`src/rtl/clock_pkg.sv`:
```
// Shared types and constants for the clock mode/time-set sequencer.
package clock_pkg;

  typedef enum logic [2:0] {
    RUN,
    SET_HOUR,
    SET_MIN,
    SET_SEC,
    COMMIT
  } state_t;

  localparam logic [1:0] FIELD_NONE = 2'd0;
  localparam logic [1:0] FIELD_HOUR = 2'd1;
  localparam logic [1:0] FIELD_MIN  = 2'd2;
  localparam logic [1:0] FIELD_SEC  = 2'd3;

  localparam int HOUR_W     = 5;
  localparam int MINSEC_W   = 6;
  localparam int HOURS_MAX  = 23;
  localparam int MINSEC_MAX = 59;

  // Increment with wrap back to zero once max_value has been reached.
  function automatic int wrap_inc(input int value, input int max_value);
    return (value >= max_value) ? 0 : value + 1;
  endfunction

endpackage

```
`src/rtl/clock_set_controller_button_event.sv`:
```
// Rising-edge event generator for a debounced button, with optional
// hold-to-repeat (REPEAT_EN) producing further single-cycle events.
module button_event #(
  parameter bit REPEAT_EN     = 1'b0,
  parameter int REPEAT_DELAY  = 25_000_000,
  parameter int REPEAT_PERIOD = 5_000_000
) (
  input  logic clk,
  input  logic reset,
  input  logic btn,
  input  logic clear,
  output logic evt
);

  logic btn_reg;
  logic edge_evt;

  always_ff @(posedge clk or posedge reset) begin
    if (reset) begin
      btn_reg <= 1'b0;
    end else begin
      btn_reg <= btn;
    end
  end

  assign edge_evt = btn & ~btn_reg;

  generate
    if (REPEAT_EN) begin : g_repeat
      localparam int CNT_MAX = (REPEAT_DELAY > REPEAT_PERIOD) ? REPEAT_DELAY : REPEAT_PERIOD;
      localparam int CNT_W   = $clog2(CNT_MAX + 1);
      localparam logic [CNT_W-1:0] DELAY_V  = CNT_W'(REPEAT_DELAY);
      localparam logic [CNT_W-1:0] PERIOD_V = CNT_W'(REPEAT_PERIOD);

      logic [CNT_W-1:0] hold_cnt_reg;
      logic             repeating_reg;
      logic             fire;

      // hold_cnt_reg equals the number of cycles since the press edge,
      // restarting at 1 after each synthetic event.
      assign fire = btn && (repeating_reg ? (hold_cnt_reg == PERIOD_V)
                                          : (hold_cnt_reg == DELAY_V));

      always_ff @(posedge clk or posedge reset) begin
        if (reset) begin
          hold_cnt_reg  <= '0;
          repeating_reg <= 1'b0;
        end else if (!btn || clear) begin
          hold_cnt_reg  <= '0;
          repeating_reg <= 1'b0;
        end else if (fire) begin
          hold_cnt_reg  <= CNT_W'(1);
          repeating_reg <= 1'b1;
        end else begin
          hold_cnt_reg  <= hold_cnt_reg + 1'b1;
        end
      end

      assign evt = edge_evt | fire;
    end else begin : g_edge_only
      logic unused_clear;
      assign unused_clear = clear;
      assign evt = edge_evt;
    end
  endgenerate

endmodule

```
`src/rtl/clock_set_controller.sv`:
```
// Mode/time-set sequencer for the hour/minute/second counter chain.
// Optional hold-to-repeat on btn_inc: define CLOCK_SET_AUTO_REPEAT_EN.
module clock_set_controller
  import clock_pkg::*;
#(
  parameter int TIMEOUT_S     = 10,
  parameter int REPEAT_DELAY  = 25_000_000,
  parameter int REPEAT_PERIOD = 5_000_000
) (
  input  logic                clk,
  input  logic                reset,
  input  logic                tick_1hz,
  input  logic                btn_mode,
  input  logic                btn_inc,
  input  logic [HOUR_W-1:0]   cur_hours,
  input  logic [MINSEC_W-1:0] cur_minutes,
  input  logic [MINSEC_W-1:0] cur_seconds,
  output logic                count_en,
  output logic                load,
  output logic [HOUR_W-1:0]   load_hours,
  output logic [MINSEC_W-1:0] load_minutes,
  output logic [MINSEC_W-1:0] load_seconds,
  output logic [1:0]          edit_field,
  output logic                blink
);

`ifdef CLOCK_SET_AUTO_REPEAT_EN
  localparam bit INC_REPEAT = 1'b1;
`else
  localparam bit INC_REPEAT = 1'b0;
`endif

  localparam int TO_W = $clog2(TIMEOUT_S + 1);
  localparam logic [TO_W-1:0] TO_LAST = TO_W'(TIMEOUT_S - 1);

  state_t                state_reg;
  logic [HOUR_W-1:0]     edit_hours_reg;
  logic [MINSEC_W-1:0]   edit_minutes_reg;
  logic [MINSEC_W-1:0]   edit_seconds_reg;
  logic [TO_W-1:0]       timeout_reg;
  logic                  count_en_reg;
  logic                  load_reg;
  logic [HOUR_W-1:0]     load_hours_reg;
  logic [MINSEC_W-1:0]   load_minutes_reg;
  logic [MINSEC_W-1:0]   load_seconds_reg;
  logic [1:0]            edit_field_reg;
  logic                  blink_reg;

  logic mode_evt;
  logic inc_evt;
  logic in_set;
  logic timeout_hit;
  logic state_change;

  button_event #(
    .REPEAT_EN    (1'b0),
    .REPEAT_DELAY (REPEAT_DELAY),
    .REPEAT_PERIOD(REPEAT_PERIOD)
  ) u_mode_event (
    .clk  (clk),
    .reset(reset),
    .btn  (btn_mode),
    .clear(1'b0),
    .evt  (mode_evt)
  );

  button_event #(
    .REPEAT_EN    (INC_REPEAT),
    .REPEAT_DELAY (REPEAT_DELAY),
    .REPEAT_PERIOD(REPEAT_PERIOD)
  ) u_inc_event (
    .clk  (clk),
    .reset(reset),
    .btn  (btn_inc),
    .clear(state_change),
    .evt  (inc_evt)
  );

  assign in_set = (state_reg == SET_HOUR) || (state_reg == SET_MIN) || (state_reg == SET_SEC);

  // Any button event in the same cycle restarts the idle count instead.
  assign timeout_hit = in_set && tick_1hz && !mode_evt && !inc_evt && (timeout_reg == TO_LAST);

  assign state_change = ((state_reg == RUN) && mode_evt)
                     || (in_set && (mode_evt || timeout_hit))
                     || (state_reg == COMMIT);

  always_ff @(posedge clk or posedge reset) begin
    if (reset) begin
      state_reg        <= RUN;
      edit_hours_reg   <= '0;
      edit_minutes_reg <= '0;
      edit_seconds_reg <= '0;
      timeout_reg      <= '0;
      count_en_reg     <= 1'b1;
      load_reg         <= 1'b0;
      load_hours_reg   <= '0;
      load_minutes_reg <= '0;
      load_seconds_reg <= '0;
      edit_field_reg   <= FIELD_NONE;
      blink_reg        <= 1'b1;
    end else begin
      load_reg <= 1'b0;
      case (state_reg)
        RUN: begin
          count_en_reg   <= 1'b1;
          edit_field_reg <= FIELD_NONE;
          blink_reg      <= 1'b1;
          if (mode_evt) begin
            state_reg        <= SET_HOUR;
            edit_hours_reg   <= cur_hours;
            edit_minutes_reg <= cur_minutes;
            edit_seconds_reg <= cur_seconds;
            timeout_reg      <= '0;
            count_en_reg     <= 1'b0;
            edit_field_reg   <= FIELD_HOUR;
          end
        end

        SET_HOUR, SET_MIN, SET_SEC: begin
          if (mode_evt) begin
            timeout_reg <= '0;
            if (tick_1hz) blink_reg <= ~blink_reg;
            case (state_reg)
              SET_HOUR: begin
                state_reg      <= SET_MIN;
                edit_field_reg <= FIELD_MIN;
              end
              SET_MIN: begin
                state_reg      <= SET_SEC;
                edit_field_reg <= FIELD_SEC;
              end
              default: begin
                state_reg        <= COMMIT;
                edit_field_reg   <= FIELD_NONE;
                blink_reg        <= 1'b1;
                load_reg         <= 1'b1;
                load_hours_reg   <= edit_hours_reg;
                load_minutes_reg <= edit_minutes_reg;
                load_seconds_reg <= edit_seconds_reg;
              end
            endcase
          end else if (timeout_hit) begin
            state_reg      <= RUN;
            timeout_reg    <= '0;
            count_en_reg   <= 1'b1;
            edit_field_reg <= FIELD_NONE;
            blink_reg      <= 1'b1;
          end else if (inc_evt) begin
            timeout_reg <= '0;
            blink_reg   <= 1'b1;
            case (state_reg)
              SET_HOUR: edit_hours_reg   <= HOUR_W'(wrap_inc(int'(edit_hours_reg), HOURS_MAX));
              SET_MIN:  edit_minutes_reg <= MINSEC_W'(wrap_inc(int'(edit_minutes_reg), MINSEC_MAX));
              default:  edit_seconds_reg <= MINSEC_W'(wrap_inc(int'(edit_seconds_reg), MINSEC_MAX));
            endcase
          end else if (tick_1hz) begin
            timeout_reg <= timeout_reg + 1'b1;
            blink_reg   <= ~blink_reg;
          end
        end

        COMMIT: begin
          state_reg      <= RUN;
          count_en_reg   <= 1'b1;
          edit_field_reg <= FIELD_NONE;
          blink_reg      <= 1'b1;
        end

        default: begin
          state_reg      <= RUN;
          count_en_reg   <= 1'b1;
          edit_field_reg <= FIELD_NONE;
          blink_reg      <= 1'b1;
        end
      endcase
    end
  end

  assign count_en     = count_en_reg;
  assign load         = load_reg;
  assign load_hours   = load_hours_reg;
  assign load_minutes = load_minutes_reg;
  assign load_seconds = load_seconds_reg;
  assign edit_field   = edit_field_reg;
  assign blink        = blink_reg;

endmodule

```
`config.mk`:
```
export PLATFORM = sky130hd
export DESIGN_NAME = clock_set_controller
export DESIGN_NICKNAME = d
export VERILOG_FILES = /design/src/rtl/clock_pkg.sv /design/src/rtl/clock_set_controller_button_event.sv /design/src/rtl/clock_set_controller.sv
export SDC_FILE = /design/constraint.sdc
export NUM_CORES = 1
export LEC_CHECK = 0
export CAP_MARGIN = 10
export CORE_MARGIN = 2
export CORE_UTILIZATION = 52
export DETAILED_ROUTE_END_ITERATION = 6
export MAX_ROUTING_LAYER = met4
export PLACE_DENSITY = 0.85
export SETUP_SLACK_MARGIN = 0.3
export SLEW_MARGIN = 10
export SYNTH_ARGS = -nofsm -noshare
export SYNTH_HDL_FRONTEND = slang
export SYNTH_HIERARCHICAL = 1
export SYNTH_SLANG_ARGS = --single-unit
```
`constraint.sdc`:
```
create_clock -name clk -period 1.95 [get_ports clk]
set_input_delay 0.195 -clock clk [delete_from_list [all_inputs] [get_ports clk]]
set_output_delay 0.195 -clock clk [all_outputs]
set_load 0.05 [all_outputs]
```
======== Word level (Yosys, flattened, before mapping) ========
Index checks and enable logic that the tools add are counted.
operators by class
  add/sub/neg operators ................... 4
  magnitude comparators ................... 3
  eq/ne operators ......................... 14
  muxes and demuxes ....................... 50
  bitwise gates (word level) .............. 6
  reduce and logical (&&, ||, !) cells .... 19
operator list
  operator                                       count
  two-way mux 6 bit                              12
  two-way mux 5 bit                              6
  case mux 6 bit (2 select lines)                2
  two-way mux 4 bit                              5
  AND reduction 6 bit                            3
  != test 2 bit, second input constant           8
  two-way mux 1 bit                              13
  adder 6 x 1 -> 6 bit, second input constant    2
  >= comparator 6 bit, second input constant     2
  case mux 3 bit (2 select lines)                2
  case mux 5 bit (2 select lines)                1
  two-way mux 3 bit                              3
  case mux 2 bit (2 select lines)                2
  case mux 4 bit (2 select lines)                1
  == test 3 x 2 -> 1 bit, second input constant  2
  AND reduction 3 bit                            2
  adder 5 x 1 -> 5 bit, second input constant    1
  >= comparator 5 bit, second input constant     1
  != test 5 bit, second input constant           1
  adder 4 x 1 -> 4 bit, second input constant    1
  == test 4 bit, second input constant           1
  logical AND 1 bit                              4
  two-way mux 2 bit                              2
  inverter 1 bit                                 4
  11 further kinds                               15
storage, ports and cells
  flip-flop bits (word level) ............. 48
  bits of input ports ..................... 22
  output and inout bits ................... 22
  logic and storage cells ................. 110

======== Longest topological paths before layout ========
Gate-level depths: netlist (run 1).
  depth after elaboration ................. 10
  mapped depth ............................ 8
  gate-level depth less buffers ........... 6

======== By module ========
Netlist (run 1), hierarchy kept.
modules (own cells, without submodules)
  module                times used  cells each  area each (sq um)  sequential area each (sq um)
  clock_set_controller  1           264         2381.0             1153.6
  button_event          2           3           42.5               25.0

======== Least setup slack after synthesis (run 1) ========
OpenSTA, ideal clock, no wires.
  kind .................................... reg2reg
  start point ............................. register u_mode_event.btn_reg
  end point ............................... register edit_seconds_reg[0]
  library setup time ...................... 0.130 ns
  arrival ................................. 1.473 ns
  required time ........................... 1.820 ns
  setup slack ............................. 0.347 ns
  cell stages (with the launch flop) ...... 7
  path buffers ............................ 1
  period minus slack after synthesis ...... 1.603 ns
  path through ............................ dfrtp_1 -> nor2b_4 -> or3b_1 -> a21o_1 -> buf_4 -> a221oi_1 -> a21oi_1
between the ends
  word-level cells in the longest chain between the ends .. 8
  elaborated cells between the ends (all ways) .. 10
  those cells by class .................... eq/ne (3); bitwise (2); reduce/logical (5)
RTL lines
  item                               line                                     RTL
  from (decl)                        clock_set_controller_button_event.sv:15  logic btn_reg;
  from (signal assigned)             clock_set_controller_button_event.sv:22  btn_reg <= btn;
  inverter 1 bit (*)                 clock_set_controller_button_event.sv:26  assign edge_evt = btn & ~btn_reg;
  AND 1 bit (*)                      clock_set_controller_button_event.sv:26
  named net mode_evt                 clock_set_controller.sv:49               logic mode_evt;
  zero test 1 bit                    clock_set_controller.sv:82               assign timeout_hit = in_set && tick_1hz && !mode_evt && !inc_evt && (timeout_reg == TO_LAST);
  logical AND 1 bit (3 in a row)     clock_set_controller.sv:82
  != test 2 bit (no line)            --
  AND reduction 6 bit (no line) (*)  --
  to (signal assigned)               clock_set_controller.sv:113              edit_seconds_reg <= cur_seconds;
  to (signal assigned)               clock_set_controller.sv:155              default: edit_seconds_reg <= MINSEC_W'(wrap_inc(int'(edit_seconds_reg), MINSEC_MAX));
  to (decl)                          clock_set_controller.sv:39               logic [MINSEC_W-1:0] edit_seconds_reg;
The timed path passes the listed nets; every way through them passes the cells marked *.
A chain may end at the register's enable or synchronous reset.

======== Final worst setup path (run 1) ========
Same ends and word-level chain as after synthesis.

==> results.json, run 1 <==
{
  "status": "finished, final reports clean",
  "die_w_um": 72.64,
  "period_share_pct": 83.85,
  "r2r_start": "u_mode_event/btn_reg$_DFF_PP0_",
  "grt_first_pass_wirelength_um": 9459,
  "postSynthAreaPerCell_um2": 9.175,
  "drt-vias-per-instance": 5.866,
  "timing.max_cap.violations": 0,
  "io_buffers": 43,
  "dieArea_um2": 5277,
  "fin_util_pct": 72.07,
  "syn_nets": 294,
  "layout-drive-gt1-share_pct": 15.22,
  "reg2reg_depth": 5,
  "crit_path_top_delay_cell": "or3b_4",
  "tritoncts": "yes",
  "cp.depth": 5,
  "antenna_found_initial": 0,
  "rr_endpoint": "edit_seconds_reg[0]$_DFFE_PP0P_",
  "fin_cells": 374,
  "r2r_slack_ns": 0.31,
  "dr.pass1.iters": 4,
  "setup_viol": 0,
  "insertion_delay_ns": 0.30,
  "fin_setup_tns_ns": 0,
  "vdd_drop_max_mv": 0.7460,
  "period_needed_ns": 1.635,
  "fmax_mhz": 611.6,
  "synth_area_um2": 2450,
  "drv_slew": 0,
  "coreArea_um2": 4444,
  "cts_root_buffer": "clkbuf_8",
  "critPathCapture": "edit_seconds_reg[0]$_DFFE_PP0P_",
  "dp.cells": 360,
  "grt_use_total_pct": 23.37,
  "finalHoldViolations": 0,
  "grt_max_degree": 47,
  "critPathRequiredTime_ns": 2.14,
  "dr.first_iter.drc_count": 196,
  "io_pins": 44,
  "wl_um": 5678,
  "antenna_left": 0,
  "rsz0062_at_grt": "yes",
  "dp_hpwl_um": 3800,
  "hold_ws_ns": 0.08186,
  "worstMarginPinSlew_ns": 0.5045,
  "start_util_pct": 55.12,
  "vias": 2194,
  "overflow": 0,
  "clockBufferDepth": 2,
  "grt_pass1_vias": 2144,
  "clkSinkCount": 48,
  "drc": 0,
  "ctsHoldBuffers": 0,
  "fin_nets": 348,
  "slew_headroom_pct": 66.31,
  "hp-class": "primary input to async pin",
  "crit_buf_inv": 0,
  "numCtsBuffers": 5,
  "cts.clk_slew.worst_paths_ns": 0.09,
  "n_fill_cell": 344,
  "powerDensity_nw_per_um2": 1604,
  "criticalPathCategory": "register to register",
  "cp_data_arrival_time_ns": 1.82,
  "fin_worst_skew_ns": 0.008874,
  "ys_warn_count": 6,
  "critical-path-top-delay-family": "simple AND/OR/NAND/NOR gates",
  "htree_levels": 2,
  "routedWlPerCell_um": 15.18,
  "critPathLaunchType": "register",
  "die_y_um": 72.64,
  "cpPeakStageDelay_ns": 0.44,
  "synth_cells": 267,
  "worstSetupStartpoint": "u_mode_event/btn_reg$_DFF_PP0_",
  "area_growth_pct": 30.75,
  "endpoint_kind": "register",
  "rows": 24,
  "critical_path.max_fanout": 5,
  "p_leak_nw": 1.513,
  "antenna_cells": 0,
  "path_cells": "nor2b_4, or3b_4, a21o_4, a221oi_1, a21oi_1",
  "place_congestion": 0.8480
}
[metal layers]
metal	part of all wire (%)	vias up	GRT usage (%)	wire, µm
li1	-	1050	-	-
met1	43	1088	28.38	2459
met2	53	50	40.51	3004
met3	3.2	6	3.177	184
met4	0.51	0	7.202	29
met5	0	-	-	0
[worst min-delay path by stage]
stage                                          end  slack, ns
floorplan            u_inc_event/btn_reg$_DFF_PP0_      -0.08
global placement    u_mode_event/btn_reg$_DFF_PP0_       0.40
detailed placement  u_mode_event/btn_reg$_DFF_PP0_       0.41
finish              u_mode_event/btn_reg$_DFF_PP0_       0.08
global route         u_inc_event/btn_reg$_DFF_PP0_        0.1
CTS                 u_mode_event/btn_reg$_DFF_PP0_       0.08
[through the flow]
| step | setup WS, ns | area, µm² | total power [mW] |
|---|---|---|---|
| after floorplan | 0.3470 | 2450 | 3.545 |
| after global placement | 0.003662 | 2972 | 4.205 |
| after detailed placement | -0.04608 | 2972 | 4.297 |
| after CTS | 0.3031 | 3120 | 5.043 |
| after global routing | 0.2562 | 3203 | 5.462 |
| final | 0.3149 | 3203 | 5.139 |
[layout by cell type (no fill, tap or decap), drive strengths merged, types with 7 or more instances in the layout]
master         instances
dlygate4sd2           20
clkdlybuf4s50         21
o21ai                 18
nand3                 10
nand2                 58
nor2                  11
inv                   17
a21oi                 20
dfrtp                 46
buf                   17
clkbuf                 7
[power breakdown]
group	internal [mW]	leakage (nW)	switching (mW)	total [mW]
sequential	1.41	0.594	0.462	1.88
combinational	0.921	0.855	1.56	2.48
clock	0.453	0.0645	0.330	0.783
total	2.79	1.51	2.35	5.14
[cell type report]
class | instances | area, µm² | area share, %
clock buffer | 7 | 96.34 | 3.008
clock inverter | 1 | 30.03 | 0.9375
inverter | 18 | 67.56 | 2.109
multi-input combinational | 188 | 1167 | 36.45
sequential | 48 | 1206 | 37.66
tap | 52 | 65.06 | 2.031
timing repair buffer | 60 | 570.5 | 17.81
[timing repair]
action / in CTS / in global routing
setup buffers: 3 / 2
cloned: 0 / 1
endpoints found under the setup margin: 39 / 31
resized for setup: 25 / 14
pin swaps: 1 / 3
Power figures use the tool's default switching activity.
==> inputs of run 2 (changes only) <==
clock period = 1.64 ns   (was 1.95 ns; I/O delays follow)
==> run 2 against run 1 <==
Cell count grew 4.8%. Non-clock buffer count grew 19. Combinational power grew 43%. Wire length grew 10%. Critical path depth grew 1. Sequential share of layout area shrank 1.9 points. Cell area grew 5.4%. Fmax grew 1.3%. Hold slack lost 0.043 ns. Clock power shrank 13%. Total power grew 24%. Sequential power grew 15%.
==> results.json, run 2 (synthesis gave the netlist of run 1 again) <==
{
  "die_w_um": 72.64,
  "grt_pass1_vias": 2175,
  "drt-vias-per-instance": 5.865,
  "clkSinkCount": 48,
  "endpoint_kind": "register",
  "dp_hpwl_um": 4045,
  "cts.clk_slew.worst_paths_ns": 0.09,
  "final_cell_mix": "nand2_1, buf_4, dfrtp_1",
  "cp_data_arrival_time_ns": 1.81,
  "io_pins": 44,
  "critPathLaunchType": "register",
  "layout-drive-gt1-share_pct": 31.76,
  "dr.first_iter.drc_count": 173,
  "worstMarginPinSlew_ns": 0.5085,
  "r2r_slack_ns": 0.03,
  "setup_viol": 0,
  "status": "finished, final reports clean",
  "period_needed_ns": 1.613,
  "io_buffers": 43,
  "rsz0062_at_grt": "yes",
  "p_leak_nw": 1.555,
  "fmax_mhz": 619.8,
  "layout.cells.most_common": "nand2_1",
  "critPathRequiredTime_ns": 1.84,
  "antenna_cells": 0,
  "grt_use_total_pct": 24.97,
  "tritoncts": "yes",
  "wl_um": 6259,
  "slew_headroom_pct": 65.89,
  "dr.pass1.iters": 4,
  "vias": 2299,
  "powerDensity_nw_per_um2": 1891,
  "vdd_drop_max_mv": 0.8457,
  "antenna_left": 0,
  "timing.max_cap.violations": 0,
  "place_congestion": 0.8397,
  "finalHoldViolations": 0,
  "htree_levels": 2,
  "fin_worst_skew_ns": 0.008125,
  "die_y_um": 72.64,
  "ctsHoldBuffers": 0,
  "numCtsBuffers": 5,
  "insertion_delay_ns": 0.30,
  "hp-class": "primary input to async pin",
  "fin_setup_tns_ns": 0,
  "rr_endpoint": "edit_minutes_reg[4]$_DFFE_PP0P_",
  "fin_nets": 367,
  "clockBufferDepth": 2,
  "criticalPathCategory": "register to register",
  "rows": 24,
  "hold_ws_ns": 0.03838,
  "drc": 0,
  "routedWlPerCell_um": 15.97,
  "r2r_start": "u_mode_event/btn_reg$_DFF_PP0_",
  "area_growth_pct": 37.79,
  "start_util_pct": 55.12,
  "grt_max_degree": 24,
  "period_share_pct": 98.38,
  "cts_root_buffer": "clkbuf_8",
  "overflow": 0,
  "critical_path.max_fanout": 4,
  "grt_first_pass_wirelength_um": 9887,
  "dieArea_um2": 5277,
  "coreArea_um2": 4444,
  "n_fill_cell": 304,
  "drv_slew": 0,
  "reg2reg_depth": 6,
  "antenna_found_initial": 0
}
[run 2: worst max-delay path: stages (launching register included)]
cell       delay (ns)
dfrtp_1          0.40
nor2b_4          0.06
buf_4            0.15
nand3b_1         0.19
a211o_1          0.38
a31o_1           0.22
o2bb2ai_1        0.11
[run 2: per-stage QoR]
stage	area (µm²)	instances	util, %	setup WS, ns	power [mW]
global route	3376	392	75.96	-0.03077	6.781
CTS	3274	389	73.68	0.02970	6.132
detailed placement	3054	373	68.72	-0.2858	5.295
global placement	3054	373	68.72	-0.2291	5.178
floorplan	2529	267	-	0.1133	4.323
finish	3376	392	75.96	0.02653	6.383
[run 2: final cells by class]
class                           count  area [µm²]  area share [%]
Clock buffer                        6       72.57           2.150
Clock inverter                      1       5.005          0.1483
Inverter                           18       75.07           2.224
Multi-Input combinational cell    188        1259           37.29
Sequential cell                    48        1206           35.73
Tap cell                           52       65.06           1.927
Timing Repair Buffer               79       693.2           20.53
[run 2: routing by layer]
metal,share of wire [%],vias up,track usage (%)
li1,-,1084,-
met1,43,1135,30.34
met2,51,69,41.21
met3,4.4,11,5.387
met4,1.9,0,8.848
met5,0,-,-
[run 2: how the worst max path moves through the flow]
stage | startpoint | endpoint | slack (ns) | cells past startpoint
after floorplan | u_mode_event/btn_reg$_DFF_PP0_ | edit_seconds_reg[0]$_DFFE_PP0P_ | 0.11 | 6
after global placement | btn_mode | edit_seconds_reg[0]$_DFFE_PP0P_ | -0.23 | 6
after detailed placement | btn_mode | edit_seconds_reg[1]$_DFFE_PP0P_ | -0.29 | 6
after CTS | u_mode_event/btn_reg$_DFF_PP0_ | edit_seconds_reg[1]$_DFFE_PP0P_ | 0.03 | 5
after global routing | u_mode_event/btn_reg$_DFF_PP0_ | edit_seconds_reg[1]$_DFFE_PP0P_ | -0.03 | 5
final | u_mode_event/btn_reg$_DFF_PP0_ | edit_minutes_reg[4]$_DFFE_PP0P_ | 0.03 | 6
[run 2: what timing repair did]
item	4_1_cts	5_1_grt
cloned	2	0
setup endpoints to repair	49	49
gates resized for setup	35	25
setup buffers	7	3
pin swaps	17	12
[run 2: report_power, final]
part	switching (mW)	internal, mW
logic	2.12	1.42
registers	0.482	1.68
clock network	0.389	0.291
